<file path="src/rtl/vga_pkg.sv">
// Shared video-path types and constants for the address generator and pixel output stage.
// Latency: n/a (package only).
// Backpressure: n/a (package only).
//
// Contents:
//   game_state_e  - game state encodings (WAIT/INFORMATION/GAME/WIN/LOSE)
//   DETECT_NONE   - platform detect code meaning "no platform under this pixel"
//   rgb12_t       - 4:4:4 colour word, {r,g,b}
//   KEY_COLOR_DEF / BG_COLOR_DEF - default doodle colour key and its replacement
//   scale_chan()  - 4-bit channel brightness scaling used by the fade
package vga_pkg;

  typedef enum logic [2:0] {
    ST_WAIT        = 3'd0,
    ST_INFORMATION = 3'd1,
    ST_GAME        = 3'd2,
    ST_WIN         = 3'd3,
    ST_LOSE        = 3'd4
  } game_state_e;

  localparam logic [2:0] DETECT_NONE = 3'd5;

  typedef struct packed {
    logic [3:0] r;
    logic [3:0] g;
    logic [3:0] b;
  } rgb12_t;

  localparam rgb12_t KEY_COLOR_DEF = 12'h0F0;
  localparam rgb12_t BG_COLOR_DEF  = 12'h000;

  // (c * (lvl+1)) >> 4 in 8 bits. Level 15 multiplies by 16, so the
  // channel passes through unchanged; level 0 maps everything below 16 to 0.
  function automatic logic [3:0] scale_chan(input logic [3:0] c, input logic [3:0] lvl);
    logic [7:0] prod;
    prod = {4'b0000, c} * ({4'b0000, lvl} + 8'd1);
    return prod[7:4];
  endfunction

endpackage

</file>
<file path="src/rtl/vga_pixel_out_if.sv">
// Bundle of the pixel-output stage's video inputs (timing, flags, ROM word) and VGA pin outputs.
// Latency: n/a (wires only).
// Backpressure: none; the video stream is free-running, one pixel per clk.
//
// master: upstream side (VGA controller, address generator, ROM) drives the inputs, sees the pins.
// slave : vga_pixel_out consumes the inputs and drives vga_r/g/b, hsync, vsync and detect_out.
interface vga_pixel_out_if;
  import vga_pkg::*;

  logic       valid_in;       // display enable, aligned with h_cnt/v_cnt
  logic       hsync_in;       // active-low, aligned with h_cnt/v_cnt
  logic       vsync_in;       // active-low, aligned with h_cnt/v_cnt
  logic [2:0] state;          // game state
  logic       invincible;     // doodle invincibility flag, used undelayed
  logic       detect_doodle;  // one cycle behind h_cnt
  logic [2:0] detect;         // platform type 0..4, DETECT_NONE otherwise; one cycle behind h_cnt
  rgb12_t     rom_data;       // ROM word for the pixel now leaving the pipe

  logic [3:0] vga_r;
  logic [3:0] vga_g;
  logic [3:0] vga_b;
  logic       hsync;
  logic       vsync;
  logic [2:0] detect_out;     // platform type re-aligned with the colour pins

  modport master (
    output valid_in, hsync_in, vsync_in, state, invincible, detect_doodle, detect, rom_data,
    input  vga_r, vga_g, vga_b, hsync, vsync, detect_out
  );

  modport slave (
    input  valid_in, hsync_in, vsync_in, state, invincible, detect_doodle, detect, rom_data,
    output vga_r, vga_g, vga_b, hsync, vsync, detect_out
  );

endinterface

</file>
<file path="src/rtl/vga_pixel_out_pipe_delay.sv">
// pipe_delay: fixed-depth shift register with synchronous reset to a chosen value.
// Latency: DEPTH clk cycles from din to dout.
// Backpressure: none; shifts every cycle.
//
// Ports: clk, rst (sync, active-high), din[WIDTH], dout[WIDTH].
module pipe_delay #(
  parameter int                WIDTH   = 1,
  parameter int                DEPTH   = 1,
  parameter logic [WIDTH-1:0]  RST_VAL = '0
) (
  input  logic             clk,
  input  logic             rst,
  input  logic [WIDTH-1:0] din,
  output logic [WIDTH-1:0] dout
);

  logic [WIDTH-1:0] stage_q [DEPTH];
  logic [WIDTH-1:0] stage_d [DEPTH];

  always_comb begin
    stage_d[0] = din;
    for (int i = 1; i < DEPTH; i++) begin
      stage_d[i] = stage_q[i-1];
    end
  end

  always_ff @(posedge clk) begin
    if (rst) begin
      for (int i = 0; i < DEPTH; i++) begin
        stage_q[i] <= RST_VAL;
      end
    end else begin
      for (int i = 0; i < DEPTH; i++) begin
        stage_q[i] <= stage_d[i];
      end
    end
  end

  assign dout = stage_q[DEPTH-1];

endmodule

</file>
<file path="src/rtl/vga_pixel_out.sv">
// Final video stage: realigns sync/blank/flags to ROM latency, colour-keys and blinks the doodle, drives VGA pins.
// Latency: ROM_LAT+1 clk from valid/sync sampling to pins (flags enter one cycle late, so they get ROM_LAT).
// Backpressure: none; free-running pixel stream, one pixel per clk.
//
// Ports: clk, rst (sync, active-high), bus (vga_pixel_out_if.slave).
// Optional feature: define VGA_FADE_EN to add the fade-in after every game-state change.
module vga_pixel_out
  import vga_pkg::*;
#(
  parameter int     ROM_LAT   = 2,
  parameter rgb12_t KEY_COLOR = KEY_COLOR_DEF,
  parameter rgb12_t BG_COLOR  = BG_COLOR_DEF,
  parameter int     BLINK_BIT = 3
) (
  input  logic           clk,
  input  logic           rst,
  vga_pixel_out_if.slave bus
);

  // Syncs and enable are aligned with h_cnt; the ROM word shows up ROM_LAT
  // cycles after the address register, i.e. one cycle later than that.
  localparam int PIPE = ROM_LAT + 1;

  // ---------------------------------------------------------------
  // Alignment pipes
  // ---------------------------------------------------------------
  logic [2:0] sync_pipe;   // {valid, hsync, vsync}
  logic [3:0] flag_pipe;   // {doodle, detect}

  pipe_delay #(
    .WIDTH   (3),
    .DEPTH   (PIPE),
    .RST_VAL (3'b011)
  ) u_sync_delay (
    .clk  (clk),
    .rst  (rst),
    .din  ({bus.valid_in, bus.hsync_in, bus.vsync_in}),
    .dout (sync_pipe)
  );

  pipe_delay #(
    .WIDTH   (4),
    .DEPTH   (ROM_LAT),
    .RST_VAL ({1'b0, DETECT_NONE})
  ) u_flag_delay (
    .clk  (clk),
    .rst  (rst),
    .din  ({bus.detect_doodle, bus.detect}),
    .dout (flag_pipe)
  );

  logic       valid_d;
  logic       hsync_d;
  logic       vsync_d;
  logic       doodle_d;
  logic [2:0] detect_d;

  assign valid_d  = sync_pipe[2];
  assign hsync_d  = sync_pipe[1];
  assign vsync_d  = sync_pipe[0];
  assign doodle_d = flag_pipe[3];
  assign detect_d = flag_pipe[2:0];

  // ---------------------------------------------------------------
  // Frame counter, stepped on the undelayed vsync falling edge
  // ---------------------------------------------------------------
  logic [7:0] frame_cnt_q, frame_cnt_d;
  logic       vsync_prev_q, vsync_prev_d;
  logic       vsync_fall;

  // vsync_prev resets high so a vsync_in already low at reset release is not
  // mistaken for a new frame.
  assign vsync_fall = vsync_prev_q & ~bus.vsync_in;

  always_comb begin
    vsync_prev_d = bus.vsync_in;
    frame_cnt_d  = frame_cnt_q + {7'd0, vsync_fall};
  end

  always_ff @(posedge clk) begin
    if (rst) begin
      vsync_prev_q <= 1'b1;
      frame_cnt_q  <= 8'd0;
    end else begin
      vsync_prev_q <= vsync_prev_d;
      frame_cnt_q  <= frame_cnt_d;
    end
  end

  // ---------------------------------------------------------------
  // Colour select on the realigned stream
  // ---------------------------------------------------------------
  logic [11:0] rom_raw;
  rgb12_t      pix_sel;
  rgb12_t      pix_out;

  assign rom_raw = bus.rom_data;

  // The key test sits above the blink so keyed pixels never invert.
  // invincible is deliberately not delayed: a mid-frame change shows on the next pixel.
  always_comb begin
    pix_sel = '0;
    if (!valid_d) begin
      pix_sel = '0;
    end else if (doodle_d && (bus.rom_data == KEY_COLOR)) begin
      pix_sel = BG_COLOR;
    end else if (doodle_d && bus.invincible && frame_cnt_q[BLINK_BIT]) begin
      pix_sel = ~rom_raw;
    end else begin
      pix_sel = bus.rom_data;
    end
  end

`ifdef VGA_FADE_EN
  // ---------------------------------------------------------------
  // State-change fade: brightness restarts at level 0 and climbs one
  // step per frame up to 15 (pass-through).
  // ---------------------------------------------------------------
  logic [3:0] fade_lvl_q, fade_lvl_d;
  logic [2:0] prev_state_q, prev_state_d;

  // A state change in the same cycle as a vsync edge leaves the level at 0.
  always_comb begin
    fade_lvl_d   = fade_lvl_q;
    prev_state_d = prev_state_q;
    if (bus.state != prev_state_q) begin
      fade_lvl_d   = 4'd0;
      prev_state_d = bus.state;
    end else if (vsync_fall && (fade_lvl_q != 4'hF)) begin
      fade_lvl_d = fade_lvl_q + 4'd1;
    end
  end

  always_ff @(posedge clk) begin
    if (rst) begin
      fade_lvl_q   <= 4'hF;
      prev_state_q <= bus.state;
    end else begin
      fade_lvl_q   <= fade_lvl_d;
      prev_state_q <= prev_state_d;
    end
  end

  always_comb begin
    pix_out.r = scale_chan(pix_sel.r, fade_lvl_q);
    pix_out.g = scale_chan(pix_sel.g, fade_lvl_q);
    pix_out.b = scale_chan(pix_sel.b, fade_lvl_q);
  end
`else
  assign pix_out = pix_sel;
`endif

  // ---------------------------------------------------------------
  // Output register: pins, syncs and the realigned platform type
  // ---------------------------------------------------------------
  rgb12_t     rgb_q, rgb_d;
  logic       hsync_q, hsync_d_out;
  logic       vsync_q, vsync_d_out;
  logic [2:0] detect_out_q, detect_out_d;

  always_comb begin
    rgb_d        = pix_out;
    hsync_d_out  = hsync_d;
    vsync_d_out  = vsync_d;
    detect_out_d = detect_d;
  end

  always_ff @(posedge clk) begin
    if (rst) begin
      rgb_q        <= '0;
      hsync_q      <= 1'b1;
      vsync_q      <= 1'b1;
      detect_out_q <= DETECT_NONE;
    end else begin
      rgb_q        <= rgb_d;
      hsync_q      <= hsync_d_out;
      vsync_q      <= vsync_d_out;
      detect_out_q <= detect_out_d;
    end
  end

  assign bus.vga_r      = rgb_q.r;
  assign bus.vga_g      = rgb_q.g;
  assign bus.vga_b      = rgb_q.b;
  assign bus.hsync      = hsync_q;
  assign bus.vsync      = vsync_q;
  assign bus.detect_out = detect_out_q;

endmodule

</file>
<file path="src/flat_wrapper.sv">
// flat-port wrapper written by rule: the top's interface ports become plain ports
module vga_pixel_out_flat import vga_pkg::*;
#(
  parameter int     ROM_LAT   = 2,
  parameter rgb12_t KEY_COLOR = KEY_COLOR_DEF,
  parameter rgb12_t BG_COLOR  = BG_COLOR_DEF,
  parameter int     BLINK_BIT = 3
)
  (clk, rst, bus_valid_in, bus_hsync_in, bus_vsync_in, bus_state, bus_invincible, bus_detect_doodle, bus_detect, bus_rom_data, bus_vga_r, bus_vga_g, bus_vga_b, bus_hsync, bus_vsync, bus_detect_out);
  vga_pixel_out_if bus_i ();
  input  logic clk;
  input  logic rst;
  input wire logic [$bits(bus_i.valid_in)-1:0] bus_valid_in;
  input wire logic [$bits(bus_i.hsync_in)-1:0] bus_hsync_in;
  input wire logic [$bits(bus_i.vsync_in)-1:0] bus_vsync_in;
  input wire logic [$bits(bus_i.state)-1:0] bus_state;
  input wire logic [$bits(bus_i.invincible)-1:0] bus_invincible;
  input wire logic [$bits(bus_i.detect_doodle)-1:0] bus_detect_doodle;
  input wire logic [$bits(bus_i.detect)-1:0] bus_detect;
  input wire logic [$bits(bus_i.rom_data)-1:0] bus_rom_data;
  output wire logic [$bits(bus_i.vga_r)-1:0] bus_vga_r;
  output wire logic [$bits(bus_i.vga_g)-1:0] bus_vga_g;
  output wire logic [$bits(bus_i.vga_b)-1:0] bus_vga_b;
  output wire logic [$bits(bus_i.hsync)-1:0] bus_hsync;
  output wire logic [$bits(bus_i.vsync)-1:0] bus_vsync;
  output wire logic [$bits(bus_i.detect_out)-1:0] bus_detect_out;
  assign bus_i.valid_in = bus_valid_in;
  assign bus_i.hsync_in = bus_hsync_in;
  assign bus_i.vsync_in = bus_vsync_in;
  assign bus_i.state = bus_state;
  assign bus_i.invincible = bus_invincible;
  assign bus_i.detect_doodle = bus_detect_doodle;
  assign bus_i.detect = bus_detect;
  assign bus_i.rom_data = bus_rom_data;
  assign bus_vga_r = bus_i.vga_r;
  assign bus_vga_g = bus_i.vga_g;
  assign bus_vga_b = bus_i.vga_b;
  assign bus_hsync = bus_i.hsync;
  assign bus_vsync = bus_i.vsync;
  assign bus_detect_out = bus_i.detect_out;
  vga_pixel_out #(.ROM_LAT(ROM_LAT), .KEY_COLOR(KEY_COLOR), .BG_COLOR(BG_COLOR), .BLINK_BIT(BLINK_BIT)) u_core (.clk(clk), .rst(rst), .bus(bus_i));
endmodule
</file>
<file path="config.mk">
export PLATFORM = sky130hd
export DESIGN_NAME = vga_pixel_out_flat
export DESIGN_NICKNAME = d
export VERILOG_FILES = /design/src/rtl/vga_pkg.sv /design/src/rtl/vga_pixel_out_if.sv /design/src/rtl/vga_pixel_out_pipe_delay.sv /design/src/rtl/vga_pixel_out.sv /design/src/flat_wrapper.sv
export SDC_FILE = /design/constraint.sdc
export NUM_CORES = 1
export LEC_CHECK = 0
export BUFFER_PORTS_ARGS = -buffer_cell sky130_fd_sc_hd__buf_2
export CAP_MARGIN = 40
export CORE_MARGIN = 8
export CORE_UTILIZATION = 47
export CTS_CLUSTER_SIZE = 14
export DETAILED_ROUTE_END_ITERATION = 12
export GPL_ROUTABILITY_DRIVEN = 0
export GPL_TIMING_DRIVEN = 0
export PLACE_DENSITY = 0.76
export SLEW_MARGIN = 40
export SYNTH_ARGS = -nofsm -noshare
export SYNTH_HDL_FRONTEND = slang
export SYNTH_SLANG_ARGS = --single-unit
</file>
<file path="constraint.sdc">
create_clock -name clk -period 1.2 [get_ports clk]
set_input_delay 0.24 -clock clk [delete_from_list [all_inputs] [get_ports clk]]
set_output_delay 0.24 -clock clk [all_outputs]
set_load 0.01 [all_outputs]
</file>
==> reports/qor.yml, run 1 <==
cts:
  clock_latency_ps: 330
  htreeDepth: 2
  cts_sinks: 38
  cts.clk_slew.worst_paths_ps: 110
  cts_tree: "yes"
  hold_buffers: 0
  clockBufferDepth: 2
  cts_root_buffer: "clkbuf_4"
  cts_buffers: 5
logic_synthesis:
  ys_seq_elements: 38
  syn_area_per_cell_um2: 11.49
  ys_seq_area_share_pct: 62.49
  syn-cell-area_um2: 1217
  yosys_warnings: 0
  synth.distinct_cells: 17
  synth_cells: 106
  syn_nets: 133
placement:
  port_buffers: 38
  dp_hpwl_um: 1688
  dp_slack_ps: -152.6
  dpl.cell_count: 174
global_route:
  grt_pass1_wl_um: 3719
  grt-ovfl-total: 0
  grt_start_max_net_pins: 13
  grt_pass1_vias: 876
  grt_use_total_pct: 11.10
  antenna_found_initial: 0
timing:
  finalCritPeriodShare_pct: 96.87
  fin_ws_ps: 37.59
  relSlewSlack_pct: 70.39
  finalMaxSlewViolations: 0
  hold_slack_ps: 82.90
  skew_ps: 5.965
  hold_viol_final: 0
  tightest_slew_ps: 444.2
  setup_viol: 0
  min_period_ps: 1162
  fmax_ghz: 0.8603
floorplan:
  io-pin-count: 42
  dieArea_um2: 4475
  die_w_um: 66.90
  coreArea_um2: 2477
  core.rowCount: 18
  start_util_pct: 49.14
  dieHeight_um: 66.90
power_and_ir_drop:
  power.internal_mw: 2.075
  power_mw: 2.535
  power_density_nw_per_um2: 1596
  p_seq_share_pct: 51.6
  leakagePower_nw: 0.6938
  sw_frac_of_total_pct: 18.18
  p_switching_uw: 460.9
  ir_worst_vdd_uv: 1188
  comb_power_share_pct: 5.1
  p_clk_share_pct: 43.3
finish:
  layout-drive-gt1-share_pct: 43.79
  antenna_cells: 0
  area_delta_synth_final_pct: 30.52
  final_util_pct: 64.14
  nNetsFinal: 179
  stdcell_count: 183
worst_setup_path:
  r2r_cells: 4
  cp.required_ps: 1400
  critPathMaxFanout: 10
  cp.arrival_ps: 1370
  crit_path_start_kind: "flop"
  path_class: "reg -> reg"
  cp-end-kind: "flop"
routing:
  first_pass_iters: 4
  drt_iter0_drc: 32
  ant_nets: 0
  wl_per_cell_um: 12.36
  via_count: 833
  drc: 0
  wirelength_um: 2261
  via_per_inst: 4.552
worst_hold_path:
  hp-class: "in -> reg"
  hold_depth: 2
run:
  maxCapViolCount: 0
outcome:
  outcome: "finished clean"
[flip-flops by register name (all words and copies together), names as in the netlist]
register,flops
u_core.u_sync_delay.stage_q,9
u_core.bus.vga_g,4
u_core.bus.vga_b,4
u_core.frame_cnt_q,4
u_core.bus.vsync,1
u_core.bus.detect_out,3
u_core.bus.vga_r,4
u_core.u_flag_delay.stage_q,8
u_core.bus.hsync,1
[layer usage]
layer	vias up	share of wire, %	track usage [%]
met4	0	2.1	7.050
met3	7	10	5.537
met5	-	0	0
met1	362	41	10.95
li1	434	-	-
met2	30	47	18.16
[final timing paths]
kind | from | slack [ps] | end
worst max-delay path | u_core.u_flag_delay.stage_q[0][7] | 40 | u_core.bus.vga_g[1]
worst max register to register | u_core.u_flag_delay.stage_q[0][7] | 40 | u_core.bus.vga_g[1]
worst min register to register | u_core.u_flag_delay.stage_q[0][2] | 420 | u_core.u_flag_delay.stage_q[0][6]
worst min-delay path | bus_hsync_in | 80 | u_core.u_sync_delay.stage_q[0][1]
[final cells by class]
class                           instances  area (µm²)
Fill cell                             212       888.4
Sequential cell                        38       762.0
Multi-Input combinational cell         63       446.7
Timing Repair Buffer                   39       197.7
Clock inverter                          2       60.06
Clock buffer                            6       51.30
Tap cell                               30       37.54
Buffer                                  5       33.78
[cell usage in the layout, fill, tap and decap left out, drive strengths merged]
master,netlist,routed
buf,2,41
dfxtp,38,38
or2,14,14
nor3,13,13
xor2,13,13
nor2b,11,11
clkbuf,3,9
nor2,2,2
ha,2,2
bufinv,0,2
nand3,2,2
nand2,1,1
nor4b,1,1
nor4bb,1,1
and4b,1,1
nand2b,1,1
xnor2,1,1
[timing repair]
action,CTS,global route
setup buffers,0,1
pin swaps,1,2
gates resized for setup,1,4
cloned,0,0
setup endpoints to repair,10,11
[power groups by stage]
| stage | clock network, mW | registers [mW] | logic (mW) |
|---|---|---|---|
| 2_1_floorplan | 0 | 1.34 | 0.0578 |
| 3_3_place_gp | 0 | 1.34 | 0.120 |
| 3_5_place_dp | 0 | 1.34 | 0.125 |
| 4_1_cts | 1.12 | 1.31 | 0.127 |
| 5_1_grt | 1.18 | 1.31 | 0.144 |
| 6_report | 1.10 | 1.31 | 0.129 |
[cells in the mapped netlist]
cell type	number	area, µm²
ha_1	2	25.02
or2_2	14	87.58
buf_4	1	7.510
nor2b_1	11	68.82
and4b_2	1	11.26
nand2b_1	1	6.260
nor2_1	2	7.510
xnor2_1	1	8.760
nand2_1	1	3.750
dfxtp_1	38	760.7
nor4bb_1	1	10.01
nand3_1	2	10.01
buf_6	1	11.26
nor3_1	13	65.06
xor2_1	13	113.9
clkbuf_1	3	11.26
nor4b_1	1	8.760
[per-stage QoR]
step	area, µm²	TNS (ps)
floorplan	1217	0
global placement	1445	-1342
detailed placement	1445	-1374
CTS	1563	0
global route	1589	-145.1
finish	1589	0
[kinds of logic (layout without fill, tap and decap cells)]
| kind of cell | after synthesis | in the layout | share of synthesized area, % |
|---|---|---|---|
| AND/OR/NAND/NOR | 47 | 47 | 22.92 |
| flip-flops | 38 | 38 | 62.49 |
| XOR/XNOR | 14 | 14 | 10.07 |
| buffers and inverters | 5 | 52 | 2.467 |
| adder cells (fa/ha/maj) | 2 | 2 | 2.055 |
[critical path: stages (launching register included)]
cell,delay [ps]
dfxtp_2,350
nor4b_4,180
and4b_2,290
buf_6,150
nor3_1,70
Note: power is estimated with default switching activity, not from simulation.
==> inputs of run 2 (changes only) <==
--- a/config.mk
+++ b/config.mk
@@ -6,7 +6,6 @@
 export NUM_CORES = 1
 export LEC_CHECK = 0
 export BUFFER_PORTS_ARGS = -buffer_cell sky130_fd_sc_hd__buf_2
-export CAP_MARGIN = 40
 export CORE_MARGIN = 8
 export CORE_UTILIZATION = 47
 export CTS_CLUSTER_SIZE = 14
==> constraint.sdc (replaced) <==
create_clock -name clk -period 1.1 [get_ports clk]
set_input_delay 0.22 -clock clk [delete_from_list [all_inputs] [get_ports clk]]
set_output_delay 0.22 -clock clk [all_outputs]
set_load 0.01 [all_outputs]
==> run 2 against run 1 <==
  * The run now ends with setup timing left
  * Clock skew grew 1.9 ps
  * Worst setup slack got worse by 110 ps
  * Critical endpoint is now u_core.bus.vga_r[2]
  * Register-to-register slack got worse by 110 ps
  * Global-route usage is 0.72 points higher
  * Sequential cell count unchanged
  * Wire length up 14%
  * Via count increased by 3.8%
==> reports/qor.yml, run 2 (synthesis results as in run 1) <==
routing:
  wirelength_um: 2583  # was 2261 µm
  wl_per_cell_um: 13.89  # was 12.36 µm
  first_pass_iters: 4  # unchanged
  ant_nets: 0  # unchanged
  drc: 0  # unchanged
  via_per_inst: 4.651  # was 4.552
  via_count: 865  # was 833
  drt_iter0_drc: 57  # was 32
global_route:
  grt-ovfl-total: 0  # unchanged
  grt_pass1_vias: 908  # was 876
  grt_use_total_pct: 11.82  # was 11.10%
  antenna_found_initial: 0  # unchanged
  grt_start_max_net_pins: 13  # unchanged
  grt_pass1_wl_um: 3919  # was 3719 µm
worst_setup_path:
  crit_chain: "nor4b_4, and4b_2, buf_6, nor3_1"  # unchanged
  cp-end-kind: "flop"  # unchanged
  cp.arrival_ps: 1410  # was 1370 ps
  slowest_stage: "dfxtp_2"  # unchanged
  reg2reg_from: "u_core.u_flag_delay.stage_q[0][7]"  # unchanged
  regToRegEndpoint: "u_core.bus.vga_r[2]"  # was u_core.bus.vga_g[1]
  critPathMaxFanout: 5  # was 10
  rrSetupSlack_ps: -70  # was 40 ps
  crit_path_max_incr_delay_ps: 350  # about the same
  cp.required_ps: 1340  # was 1400 ps
  path_class: "reg -> reg"  # unchanged
  crit_path_start_kind: "flop"  # unchanged
  r2r_cells: 4  # unchanged
finish:
  final_common_cell: "buf_2"  # unchanged
  antenna_cells: 0  # unchanged
  multiInputGateArea_um2: 531.8  # was 446.7 µm²
  final_util_pct: 69.60  # was 64.14%
  regArea_um2: 763.2  # was 762.0 µm²
  area_delta_synth_final_pct: 41.62  # was 30.52%
  largest-register: "u_core.u_sync_delay.stage_q"  # unchanged
  layout-drive-gt1-share_pct: 53.21  # was 43.79%
  n_fill_cell: 194  # was 212
  largest_register_ffs: 9  # unchanged
  reg.largest.list: "u_core.u_sync_delay.stage_q x9, u_core.u_flag_delay.stage_q x8"  # unchanged
  nNetsFinal: 182  # was 179
  stdcell_count: 186  # was 183
  layout_common_cells: "buf_2, dfxtp_1, or2_2, xor2_1, nor2b_1"  # was buf_2, dfxtp_1, or2_2, nor3_1, xor2_1
  fin_area_um2: 1724  # was 1589 µm²
cts:
  cts_tree: "yes"  # unchanged
  cts.clk_slew.worst_paths_ps: 110  # about the same
  cts_root_buffer: "clkbuf_4"  # unchanged
  cts_sinks: 38  # unchanged
  clockBufferDepth: 2  # unchanged
  htreeDepth: 2  # unchanged
  clock_latency_ps: 340  # was 330 ps
  cts_buffers: 5  # unchanged
timing:
  hold_viol_final: 0  # unchanged
  fmax_ghz: 0.8519  # was 0.8603 GHz
  skew_ps: 7.819  # was 5.965 ps
  rsz0062_at_grt: "yes"
  tightest_slew_ps: 350.3  # was 444.2 ps
  finalMaxSlewViolations: 0  # unchanged
  finalCritPeriodShare_pct: 106.7  # was 96.87%
  min_period_ps: 1174  # was 1162 ps
  setup_viol: 12  # was 0
  relSlewSlack_pct: 76.65  # was 70.39%
  fin_ws_ps: -73.89  # was 37.59 ps
floorplan:
  dieArea_um2: 4475  # unchanged
  die_w_um: 66.90  # unchanged
  core.rowCount: 18  # unchanged
  coreArea_um2: 2477  # unchanged
  dieHeight_um: 66.90  # unchanged
  start_util_pct: 49.14  # unchanged
  io-pin-count: 42  # unchanged
power_and_ir_drop:
  power_density_nw_per_um2: 1626  # was 1596 nW/µm²
  sw_frac_of_total_pct: 18.89  # was 18.18%
  p_seq_share_pct: 51.1  # was 51.6%
  ir_worst_vdd_uv: 1321  # was 1188 µV
  comb_power_share_pct: 5.8  # was 5.1%
  p_switching_uw: 529.8  # was 460.9 µW
  power.internal_mw: 2.274  # was 2.075 mW
  p_clk_share_pct: 43.1  # was 43.3%
  leakagePower_nw: 0.7361  # was 0.6938 nW
placement:
  dp_slack_ps: -232.6  # was -152.6 ps
  dpl.cell_count: 174  # unchanged
  dpl_cell_area_um2: 1445  # unchanged
  port_buffers: 38  # unchanged
  dp_hpwl_um: 1688  # unchanged
worst_hold_path:
  hp-class: "in -> reg"  # unchanged
  min_to: "u_core.u_sync_delay.stage_q[0][1]"  # unchanged
  hold_depth: 2  # unchanged
  min-delay-start: "bus_hsync_in"  # unchanged
outcome:
  outcome: "finished with violations"  # was finished clean
  violations: "setup timing"
run:
  maxCapViolCount: 0  # unchanged
==> run 2: cell types whose count changed in the layout (fill, tap and decap cells not counted), sizes merged <==
cell	change
buf	+2
clkbuf	+1
==> run 2: timing repair <==
item	in CTS	in global routing
cloned	1	1
setup buffers	1	1
setup endpoints to repair	13	15
endpoints found under the hold margin	0	0
pin swaps	2	3
resized for setup	14	12
hold buffers	0	0
==> run 2: worst max path at each step <==
stage,from,endpoint,slack (ps),depth (start not counted)
floorplan,u_core.u_sync_delay.stage_q[0][0],u_core.frame_cnt_q[2],30,5
global placement,bus_rom_data[10],u_core.bus.vga_b[3],-220,5
detailed placement,bus_rom_data[10],u_core.bus.vga_g[1],-230,5
CTS,u_core.u_flag_delay.stage_q[0][7],u_core.bus.vga_b[0],-20,4
global route,u_core.u_flag_delay.stage_q[0][7],u_core.bus.vga_r[2],-120,4
finish,u_core.u_flag_delay.stage_q[0][7],u_core.bus.vga_r[2],-70,4
==> run 2: final cells by class <==
cell class                 instances  share of cell area [%]
tap                               30                   2.177
buffer                             5                   2.250
multi-input combinational         63                   30.84
sequential                        38                   44.27
timing repair buffer              42                   14.01
clock inverter                     2                   3.483
clock buffer                       6                   2.975
==> run 2: per-stage QoR <==
| step | power [mW] | TNS [ps] | hold WS (ps) |
|---|---|---|---|
| floorplan | 1.524 | 0 | 291.6 |
| global placement | 1.589 | -2273 | 391.7 |
| detailed placement | 1.595 | -2319 | 393.7 |
| CTS | 2.801 | -125.9 | 48.39 |
| global route | 2.918 | -1282 | 25.96 |
| finish | 2.804 | -694.2 | 51.76 |
==> run 2: power groups by stage <==
stage / logic (mW) / clock network [mW] / registers, mW
after floorplan: 0.0630 / 0 / 1.46
after global placement: 0.131 / 0 / 1.46
after detailed placement: 0.136 / 0 / 1.46
after CTS: 0.147 / 1.22 / 1.43
after global routing: 0.181 / 1.30 / 1.44
final: 0.162 / 1.21 / 1.43
==> run 2: routing by layer <==
metal  up-vias  part of all wire, %  global-route usage, %
met4         0                  2.7                  8.616
met3         8                  8.9                  5.537
met5         -                    0                      0
met2        30                   50                  20.43
li1        435                    -                      -
met1       392                   38                  10.55
==> run 2: worst max-delay path, delay by kind of cell (launching register included) <==
| family | cells | cell delay, ps |
|---|---|---|
| buffers and inverters | 1 | 150 |
| DFF | 1 | 350 |
| and+or+nand+nor | 3 | 590 |
==> inputs of run 3 (changes only) <==
==> constraint.sdc (replaced) <==
create_clock -name clk -period 1.1 [get_ports clk]
set_input_delay 0.11 -clock clk [delete_from_list [all_inputs] [get_ports clk]]
set_output_delay 0.11 -clock clk [all_outputs]
set_load 0.01 [all_outputs]
==> run 3 against run 2 <==
  * The run still ends with setup timing left
  * Utilization is 1.2 points higher
  * First-iteration DRC count is 47% lower
  * Worst hold slack worse by 19 ps
  * Clock power hardly changed
  * Count of clock-buffer cells in the layout stayed put
  * Largest cell class unchanged
  * Largest power group unchanged
==> reports/qor.yml, run 3 (synthesis results as in run 1) <==
routing:
  ant_nets: 0  # unchanged
  via_count: 880  # was 865
  first_pass_iters: 2  # was 4
  drc: 0  # unchanged
  wirelength_um: 2563  # was 2583 µm
  drt_iter0_drc: 30  # was 57
  wl_per_cell_um: 13.42  # was 13.89 µm
  via_per_inst: 4.607  # was 4.651
timing:
  skew_ps: 9.922  # was 7.819 ps
  setup_viol: 10  # was 12
  rsz0062_at_grt: "yes"  # unchanged
  fmax_ghz: 0.8880  # was 0.8519 GHz
  finalMaxSlewViolations: 0  # unchanged
  final.setup.tns_ps: -179.1  # was -694.2 ps
  relSlewSlack_pct: 76.52  # was 76.65%
  min_period_ps: 1126  # was 1174 ps
  tightest_slew_ps: 352.2  # was 350.3 ps
  finalCritPeriodShare_pct: 102.4  # was 106.7%
  fin_ws_ps: -26.19  # was -73.89 ps
  hold_viol_final: 0  # unchanged
cts:
  cts_root_buffer: "clkbuf_4"  # unchanged
  clockBufferDepth: 2  # unchanged
  htreeDepth: 2  # unchanged
  clock_latency_ps: 340  # about the same
  cts_buffers: 5  # unchanged
  cts_sinks: 38  # unchanged
  cts.clk_slew.worst_paths_ps: 110  # about the same
  cts_tree: "yes"  # unchanged
worst_setup_path:
  crit_path_start_kind: "flop"  # unchanged
  cp.required_ps: 1340  # about the same
  path_class: "reg -> reg"  # unchanged
  cp-end-kind: "flop"  # unchanged
  cp.arrival_ps: 1370  # was 1410 ps
  critPathMaxFanout: 5  # unchanged
global_route:
  grt-ovfl-total: 0  # unchanged
  grt_use_total_pct: 12.23  # was 11.82%
  grt_pass1_wl_um: 4077  # was 3919 µm
  grt_start_max_net_pins: 13  # unchanged
  grt_pass1_vias: 949  # was 908
  antenna_found_initial: 0  # unchanged
run:
  maxCapViolCount: 0  # unchanged
finish:
  antenna_cells: 0  # unchanged
  final_util_pct: 70.76  # was 69.60%
  reg.largest.list: "u_core.u_sync_delay.stage_q x9, u_core.u_flag_delay.stage_q x8"  # unchanged
  layout-drive-gt1-share_pct: 50.93  # was 53.21%
  layout_common_cells: "buf_2, dfxtp_1, or2_2, xor2_1, nor2b_1"  # unchanged
  largest-register: "u_core.u_sync_delay.stage_q"  # unchanged
  largest_register_ffs: 9  # unchanged
  nNetsFinal: 187  # was 182
  area_delta_synth_final_pct: 43.99  # was 41.62%
  final_common_cell: "buf_2"  # unchanged
  fin_area_um2: 1753  # was 1724 µm²
placement:
  dpl_cell_area_um2: 1445  # unchanged
  dp_hpwl_um: 1688  # unchanged
  port_buffers: 38  # unchanged
floorplan:
  io-pin-count: 42  # unchanged
  start_util_pct: 49.14  # unchanged
  dieArea_um2: 4475  # unchanged
  die_w_um: 66.90  # unchanged
  core.rowCount: 18  # unchanged
  dieHeight_um: 66.90  # unchanged
  coreArea_um2: 2477  # unchanged
power_and_ir_drop:
  power_density_nw_per_um2: 1608  # was 1626 nW/µm²
  power_mw: 2.819  # was 2.804 mW
  leakagePower_nw: 0.7436  # was 0.7361 nW
  ir_worst_vdd_uv: 1326  # was 1321 µV
outcome:
  outcome: "finished with violations"  # unchanged
  violations: "setup timing"  # unchanged
worst_hold_path:
  hp-class: "in -> reg"  # unchanged
[run 3: worst paths after layout]
kind / endpoint / cells after the start / startpoint / slack, ps
min: u_core.u_flag_delay.stage_q[0][7] / 2 / rst / 30
max: u_core.bus.vga_r[0] / 4 / u_core.u_flag_delay.stage_q[0][7] / -30
min reg2reg: u_core.bus.detect_out[0] / 1 / u_core.u_flag_delay.stage_q[0][4] / 420
max reg2reg: u_core.bus.vga_r[0] / 4 / u_core.u_flag_delay.stage_q[0][7] / -30
[run 3: repair_timing]
item / in CTS / in global routing
pin swaps: 2 / 4
setup buffers: 1 / 0
hold buffers: 7 / 0
gates cloned: 1 / 0
hold endpoints to repair: 7 / 0
setup endpoints to repair: 13 / 15
gates resized for setup: 14 / 11
[run 3: area by class of cell]
cell class                      instances  area, µm²
Buffer                                  5      35.03
Timing Repair Buffer                   47      279.0
Sequential cell                        38      763.2
Tap cell                               30      37.54
Clock buffer                            6      51.30
Multi-Input combinational cell         63      526.8
Fill cell                             196      724.4
Clock inverter                          2      60.06
[run 3: per-layer routing]
layer,up-vias,wire [µm],track usage [%]
li1,445,-,-
met1,398,968,10.74
met5,-,0,0
met4,0,58,8.616
met2,30,1305,21.62
met3,7,231,5.537
[run 3: power by group]
part / internal (mW) / total [mW] / switching (mW)
combinational: 0.100 / 0.177 / 0.0765
clock: 0.770 / 1.21 / 0.440
sequential: 1.42 / 1.43 / 0.0145
[run 3: through the flow]
step / cells / hold WS (ps) / setup WS, ps
2_1_floorplan: 106 / 181.6 / 33.34
3_3_place_gp: 174 / 293.1 / -138.8
3_5_place_dp: 174 / 294.6 / -147.4
4_1_cts: 191 / 30.48 / -20.11
5_1_grt: 191 / 24.89 / -93.79
6_report: 191 / 33.25 / -26.19
[run 3: worst max-delay path, stage by stage, from the launching register on]
cell and delay [ps]:
dfxtp_2 350, nor4b_4 190, and4b_2 300, buf_6 150
nor3_2 50
